===== src/rtl/universal_shift_register.sv =====
// Universal WIDTH-bit shift register (hold / shift left / shift right / load) with a shift counter and word-done pulse.
// Latency: one clock from inputs to q, shift_count and word_done; serial outputs follow q combinationally.
// Backpressure: none; enable=0 freezes all state. Optional rotate input exists only when USR_ROTATE_EN is defined.
module universal_shift_register #(
    parameter  int               WIDTH       = 8,
    parameter  logic [WIDTH-1:0] RESET_VALUE = '0,
    localparam int               CW          = $clog2(WIDTH + 1)
) (
    input  logic             clock,
    input  logic             reset,
    input  logic             enable,
    input  logic [1:0]       mode,
    input  logic             serial_in_left,
    input  logic             serial_in_right,
    input  logic [WIDTH-1:0] parallel_in,
    output logic [WIDTH-1:0] q,
    output logic             serial_out_left,
    output logic             serial_out_right,
    output logic [CW-1:0]    shift_count,
    output logic             word_done
`ifdef USR_ROTATE_EN
    ,
    input  logic             rotate
`endif
);

    localparam logic [1:0] MODE_HOLD  = 2'b00;
    localparam logic [1:0] MODE_LEFT  = 2'b01;
    localparam logic [1:0] MODE_RIGHT = 2'b10;
    localparam logic [1:0] MODE_LOAD  = 2'b11;

    localparam logic [CW-1:0] COUNT_FULL = CW'(WIDTH);
    localparam logic [CW-1:0] COUNT_LAST = CW'(WIDTH - 1);

    // Bits entering the vacated end on a shift; rotation feeds back the outgoing bit.
    logic fill_lsb;
    logic fill_msb;

    // Select the fill bit for each shift direction.
    always_comb begin
        fill_lsb = serial_in_right;
        fill_msb = serial_in_left;
`ifdef USR_ROTATE_EN
        if (rotate) begin
            fill_lsb = q[WIDTH-1];
            fill_msb = q[0];
        end
`endif
    end

    // Register bank, shift counter and word-done pulse; reset discards any partial word.
    always_ff @(posedge clock or negedge reset) begin
        if (!reset) begin
            q           <= RESET_VALUE;
            shift_count <= '0;
            word_done   <= 1'b0;
        end else begin
            // word_done is a single-cycle pulse: cleared unless this edge completes a word.
            word_done <= 1'b0;
            if (enable) begin
                case (mode)
                    MODE_HOLD: begin
                        q <= q;
                    end
                    MODE_LEFT: begin
                        q <= {q[WIDTH-2:0], fill_lsb};
                        if (shift_count != COUNT_FULL) begin
                            shift_count <= shift_count + CW'(1);
                        end
                        word_done <= (shift_count == COUNT_LAST);
                    end
                    MODE_RIGHT: begin
                        q <= {fill_msb, q[WIDTH-1:1]};
                        if (shift_count != COUNT_FULL) begin
                            shift_count <= shift_count + CW'(1);
                        end
                        word_done <= (shift_count == COUNT_LAST);
                    end
                    MODE_LOAD: begin
                        q           <= parallel_in;
                        shift_count <= '0;
                    end
                    default: begin
                        q <= q;
                    end
                endcase
            end
        end
    end

    assign serial_out_left  = q[WIDTH-1];
    assign serial_out_right = q[0];

endmodule


===== config.mk =====
export PLATFORM = sky130hd
export DESIGN_NAME = universal_shift_register
export DESIGN_NICKNAME = d
export VERILOG_FILES = /design/src/rtl/universal_shift_register.sv
export SDC_FILE = /design/constraint.sdc
export NUM_CORES = 1
export LEC_CHECK = 0
export BUFFER_PORTS_ARGS = -buffer_cell sky130_fd_sc_hd__clkbuf_2
export CORE_ASPECT_RATIO = 0.7
export CORE_MARGIN = 4
export CORE_UTILIZATION = 30
export CTS_BUF_LIST = sky130_fd_sc_hd__clkbuf_2
export DETAILED_ROUTE_END_ITERATION = 8
export HOLD_SLACK_MARGIN = 0.1
export PLACE_DENSITY = 0.63
export REMOVE_ABC_BUFFERS = 1
export SLEW_MARGIN = 20
export SYNTH_ARGS = -nofsm -noshare
export SYNTH_HDL_FRONTEND = slang
export SYNTH_SLANG_ARGS = --single-unit

===== constraint.sdc =====
create_clock -name clock -period 2.2 [get_ports clock]
set_clock_uncertainty 0.2 [all_clocks]
set_input_delay 0.66 -clock clock [delete_from_list [all_inputs] [get_ports clock]]
set_output_delay 0.66 -clock clock [all_outputs]
set_load 0.005 [all_outputs]

# [Word-level counts from Yosys, hierarchy flattened]
# Index checks and enable logic that the tools add are counted.
[word_totals] regBits=13 input_bits=15 out_inout_bits=15 elab_cells=21
[op_classes] n_addsub=1 eq_ne=6 muxes=5 bitwise_logic=1 n_reduce_logical=5
[ops] op="8-bit case mux with 3 select lines" count=1
[ops] op="4-bit case mux with 2 select lines" count=1
[ops] op="4-bit by 1-bit adder with 4-bit output (second input constant)" count=1
[ops] op="2-bit == test (second input constant)" count=2
[ops] op="4-bit by 3-bit == test with 1-bit output (second input constant)" count=1
[ops] op="4-bit 2-to-1 mux" count=1
[ops] op="4-bit != test (second input constant)" count=1
[ops] op="3-bit AND reduction" count=1
[ops] op="2-bit by 1-bit == test with 1-bit output (second input constant)" count=1
[ops] op="2-bit logical NOT" count=1
[ops] op="1-bit 2-to-1 mux" count=2
[ops] op="2-bit by 1-bit != test with 1-bit output (second input constant)" count=1
[ops] op="2-bit AND reduction" count=1
[ops] op="2-bit nonzero test" count=1
[ops] op="2-bit OR reduction" count=1
[ops] op="1-bit NOT" count=1

# [Longest topological paths before layout]
[depth] ltp_word=4 depth_mapped=6 mapped_depth_nobuf=5

# [Worst setup path after synthesis]
# Ideal clock, no wire load.
[synth_timing] path_type="input port to flip-flop" from="in mode[0]" to="reg shift_count[3]" setup_ns=0.095 t_arrival_ns=1.779 t_required_ns=1.905 path_slack_ns=0.126 path_stages=5 n_path_buf=0 cell_sequence="inv_1 -> ha_1 -> and4b_4 -> or3_4 -> o31ai_1"
[synth_between] elab_chain_cells=4 elab_cells_between_ends=8 classes_between="4 x eq/ne; 1 x mux; 3 x reduce/logical"
[synth_lines] element="from (decl)" line="12" source="input logic [1:0] mode,"
[synth_lines] element="2-bit == test / 2-bit by 1-bit == test with 1-bit output (equally long branches)" line="61" source="case (mode)"
[synth_lines] element="2-bit OR reduction (no source line)"
[synth_lines] element="2-bit by 1-bit != test with 1-bit output (no source line) / 2-bit nonzero test (equally long branches)"
[synth_lines] element="3-bit AND reduction (no source line)"
[synth_lines] element="to (signal assigned)" line="68" source="shift_count <= shift_count + CW'(1);"
[synth_lines] element="to (signal assigned)" line="75" source="shift_count <= shift_count + CW'(1);"
[synth_lines] element="to (decl)" line="19" source="output logic [CW-1:0] shift_count,"
# Parallel ways exist; a longest one is shown, timed or not.
# A chain may end at the register's enable or synchronous reset.

# [Worst setup path after layout]
# Same ends and word-level chain as after synthesis.

==> qor.json <==
{
  "finalHoldViolCount": {"value": 0},
  "part_of_the_total_power_dissipated_in_sequential_elements": {"value": 0.504},
  "h_tree_level_count": {"value": 1},
  "synth.cell_area": {"value": 738.2, "unit": "µm²"},
  "hold_path_class": {"value": "reg2reg"},
  "timing.critical_path.fanout_max": {"value": 3},
  "yosysTopAreaCell": {"value": "sky130_fd_sc_hd__dfrtp_1"},
  "vdd_ir_drop_max": {"value": 0.2929, "unit": "mV"},
  "power_density": {"value": 729.9, "unit": "mW/mm²"},
  "critPathKind": {"value": "in2reg"},
  "chipHeight": {"value": 49.50, "unit": "µm"},
  "tritoncts": {"value": "done"},
  "total_internal_power": {"value": 0.4606, "unit": "mW"},
  "drt_pass_1_iters": {"value": 6},
  "final_area": {"value": 987.2, "unit": "µm²"},
  "synth_enable_flop_cells": {"value": 0},
  "fp-row-count": {"value": 14},
  "place.gp.congestion": {"value": 0.8245},
  "drt_drc_violations_left": {"value": 0},
  "comb_power_share": {"value": 0.321},
  "cts_max_path_buffers": {"value": 2},
  "finalPower": {"value": 0.7206, "unit": "mW"},
  "core_area": {"value": 0.002242, "unit": "mm²"},
  "leakagePower": {"value": 0.5161, "unit": "nW"},
  "numClockSinks": {"value": 13},
  "cts.reportedPaths.clkPinSlew": {"value": 0.11, "unit": "ns"},
  "clock_tree.root_cell": {"value": "sky130_fd_sc_hd__clkbuf_2"},
  "top_level_ports": {"value": 30},
  "post_synth_most_frequent_cells": {"value": "14 x sky130_fd_sc_hd__o21ai_0, 13 x sky130_fd_sc_hd__dfrtp_1, 9 x sky130_fd_sc_hd__a21oi_1, 8 x sky130_fd_sc_hd__a22o_1, 8 x sky130_fd_sc_hd__nand2_1"},
  "syn_to_final_growth": {"value": 33.73, "unit": "%"},
  "cts-buffers-inserted": {"value": 3},
  "antenna_found_initial": {"value": 0},
  "port_buffers": {"value": 29},
  "finish.net_count": {"value": 138},
  "r2r_start": {"value": "shift_count[0]"},
  "layoutNonFillerInstCount": {"value": 149},
  "hold_start": {"value": "shift_count[3]"},
  "dr.first_iter.drc_count": {"value": 21},
  "crit_required": {"value": 2.18, "unit": "ns"},
  "grt_pass1_wl": {"value": 2904, "unit": "µm"},
  "detail-route-antenna-nets": {"value": 0},
  "place_inst": {"value": 144},
  "synth_register_bits": {"value": 13},
  "clock_latency": {"value": 0.27, "unit": "ns"},
  "endpoint_kind": {"value": "flop"},
  "antenna-diode-count": {"value": 0},
  "fraction_of_final_layout_cells_sized_beyond_drive_strength_1": {"value": 0.3675},
  "synth_async_sr_flop_share": {"value": 1.000},
  "final_critical_path_setup_slack": {"value": 0.2751, "unit": "ns"},
  "grt_setup_unrepaired": {"value": "false"},
  "max_cap_viols": {"value": 0},
  "post_synth_num_cell_types": {"value": 18},
  "placed_area": {"value": 957.2, "unit": "µm²"},
  "avgRoutedWirePerCell": {"value": 12.09, "unit": "µm"},
  "vias": {"value": 708},
  "worst_slew_pin_slew": {"value": 0.5129, "unit": "ns"},
  "most_instantiated_library_cell_after_synthesis": {"value": "sky130_fd_sc_hd__o21ai_0"},
  "synth-warning-count": {"value": 0},
  "post_synth_main_area_contributors": {"value": "sky130_fd_sc_hd__dfrtp_1 44%, sky130_fd_sc_hd__a22o_1 9.5%, sky130_fd_sc_hd__o21ai_0 9.5%"},
  "die_area": {"value": 0.003331, "unit": "mm²"},
  "finalCriticalPeriod": {"value": 1.925, "unit": "ns"},
  "part_of_the_yosys_area_used_for_sequential_elements": {"value": 0.4407},
  "postSynthAreaPerCell": {"value": 9.228, "unit": "µm²"},
  "initial_core_util": {"value": 0.3292},
  "chipWidth": {"value": 67.29, "unit": "µm"},
  "routed_via_density": {"value": 4.752},
  "finalSetupViolCount": {"value": 0},
  "status": {"value": "complete, no violations"},
  "postCtsResizedCells": {"value": 0},
  "preCtsSetupSlack": {"value": -0.01371, "unit": "ns"},
  "switching_fraction_of_total_power": {"value": 0.3608},
  "total_switching_power": {"value": 0.2600, "unit": "mW"},
  "fill_cells": {"value": 239},
  "finalMaxSlewViolations": {"value": 0},
  "grt_util_all_layers": {"value": 0.1127},
  "period_share": {"value": 0.8750},
  "grt_max_degree": {"value": 17},
  "slew_headroom": {"value": 0.6568},
  "dp.final_hpwl": {"value": 1442, "unit": "µm"},
  "synth_largest_type_area_fraction": {"value": 0.4407},
  "yosys_most_used_dff": {"value": "sky130_fd_sc_hd__dfrtp_1"},
  "grt_overflow_total": {"value": 0},
  "synth_cells": {"value": 80},
  "max_clock_freq": {"value": 0.5195, "unit": "GHz"},
  "number_of_global_route_vias_before_repair": {"value": 649},
  "arrival": {"value": 1.90, "unit": "ns"},
  "drt-total-wl": {"value": 1802, "unit": "µm"},
  "clock_power_share": {"value": 0.175},
  "worstSetupStartpoint": {"value": "mode[0]"},
  "startpoint_type": {"value": "input pin"}
}
==> critical path, cell delays in order <==
cell,delay (ns)
sky130_fd_sc_hd__clkbuf_2,0.09
sky130_fd_sc_hd__inv_1,0.05
sky130_fd_sc_hd__ha_1,0.32
sky130_fd_sc_hd__and4b_4,0.20
sky130_fd_sc_hd__or3_4,0.37
sky130_fd_sc_hd__o31ai_1,0.22
==> cell type report <==
class | count | area (µm²) | share of cell area
sequential | 13 | 325.3 | 0.3295
multi-input combinational | 56 | 364.1 | 0.3688
timing repair buffer | 38 | 215.2 | 0.2180
inverter | 6 | 22.52 | 0.02281
tap | 32 | 40.04 | 0.04056
clock buffer | 4 | 20.02 | 0.02028
==> repair_timing <==
item,in CTS,in global routing
setup buffers,0,0
hold buffers,1,0
hold endpoints to repair,13,0
==> final timing paths <==
path | endpoint | slack (ns) | cells past startpoint
min in group asynchronous | shift_count[0] | 0.59 | 2
max in group asynchronous | shift_count[2] | 0.95 | 2
hold / removal | word_done | 0.33 | 1
hold reg to reg | word_done | 0.33 | 1
setup reg to reg | shift_count[3] | 0.37 | 5
setup / recovery | shift_count[3] | 0.28 | 6
==> power groups by stage <==
stage / clock network (mW) / registers (mW) / logic, mW
after floorplan: 0 / 0.357 / 0.113
after global placement: 0 / 0.367 / 0.229
after detailed placement: 0 / 0.368 / 0.234
after CTS: 0.130 / 0.362 / 0.236
after global routing: 0.144 / 0.373 / 0.265
final: 0.126 / 0.363 / 0.231
==> through the flow <==
step / TNS, ns / util / hold slack, ns
2_1_floorplan: 0 / - / 0.1644
3_3_place_gp: 0 / 0.4269 / 0.3169
3_5_place_dp: -0.02412 / 0.4269 / 0.3145
4_1_cts: 0 / 0.4403 / 0.3363
5_1_grt: 0 / 0.4403 / 0.3617
6_report: 0 / 0.4403 / 0.3255
==> placed cells by master (no fill, tap or decap) <==
cell type	count
sky130_fd_sc_hd__clkbuf_2	33
sky130_fd_sc_hd__o21ai_0	14
sky130_fd_sc_hd__dfrtp_1	13
sky130_fd_sc_hd__a21oi_1	9
sky130_fd_sc_hd__a22o_1	8
sky130_fd_sc_hd__nand2_1	8
sky130_fd_sc_hd__buf_4	8
sky130_fd_sc_hd__inv_1	6
sky130_fd_sc_hd__ha_1	5
sky130_fd_sc_hd__nor2_1	2
sky130_fd_sc_hd__nand2b_1	2
sky130_fd_sc_hd__o31ai_1	2
sky130_fd_sc_hd__nand4_1	1
sky130_fd_sc_hd__and4b_4	1
sky130_fd_sc_hd__or3_4	1
sky130_fd_sc_hd__o41ai_1	1
sky130_fd_sc_hd__nand3_1	1
sky130_fd_sc_hd__a31oi_1	1
sky130_fd_sc_hd__dlygate4sd3_1	1
==> flip-flops by register name (all words and copies together), names as in the netlist <==
name and cells:
q 8, word_done 1, shift_count 4
==> per-layer routing <==
layer | vias up | GRT usage | wire length, µm
li1 | 364 | - | -
met1 | 314 | 0.1530 | 866
met2 | 24 | 0.1762 | 819
met3 | 6 | 0.03636 | 92
met4 | 0 | 0.02020 | 23
met5 | - | 0 | 0
==> logic make-up after synthesis <==
family	count (synthesis)	share of synthesized area
adder cells (fa/ha/maj)	5	0.08475
buffers and inverters	11	0.06609
AO/OA/AOI/OAI	35	0.2915
flip-flops	13	0.4407
AND/OR/NAND/NOR	16	0.1169
Power figures use the tool's default switching activity.
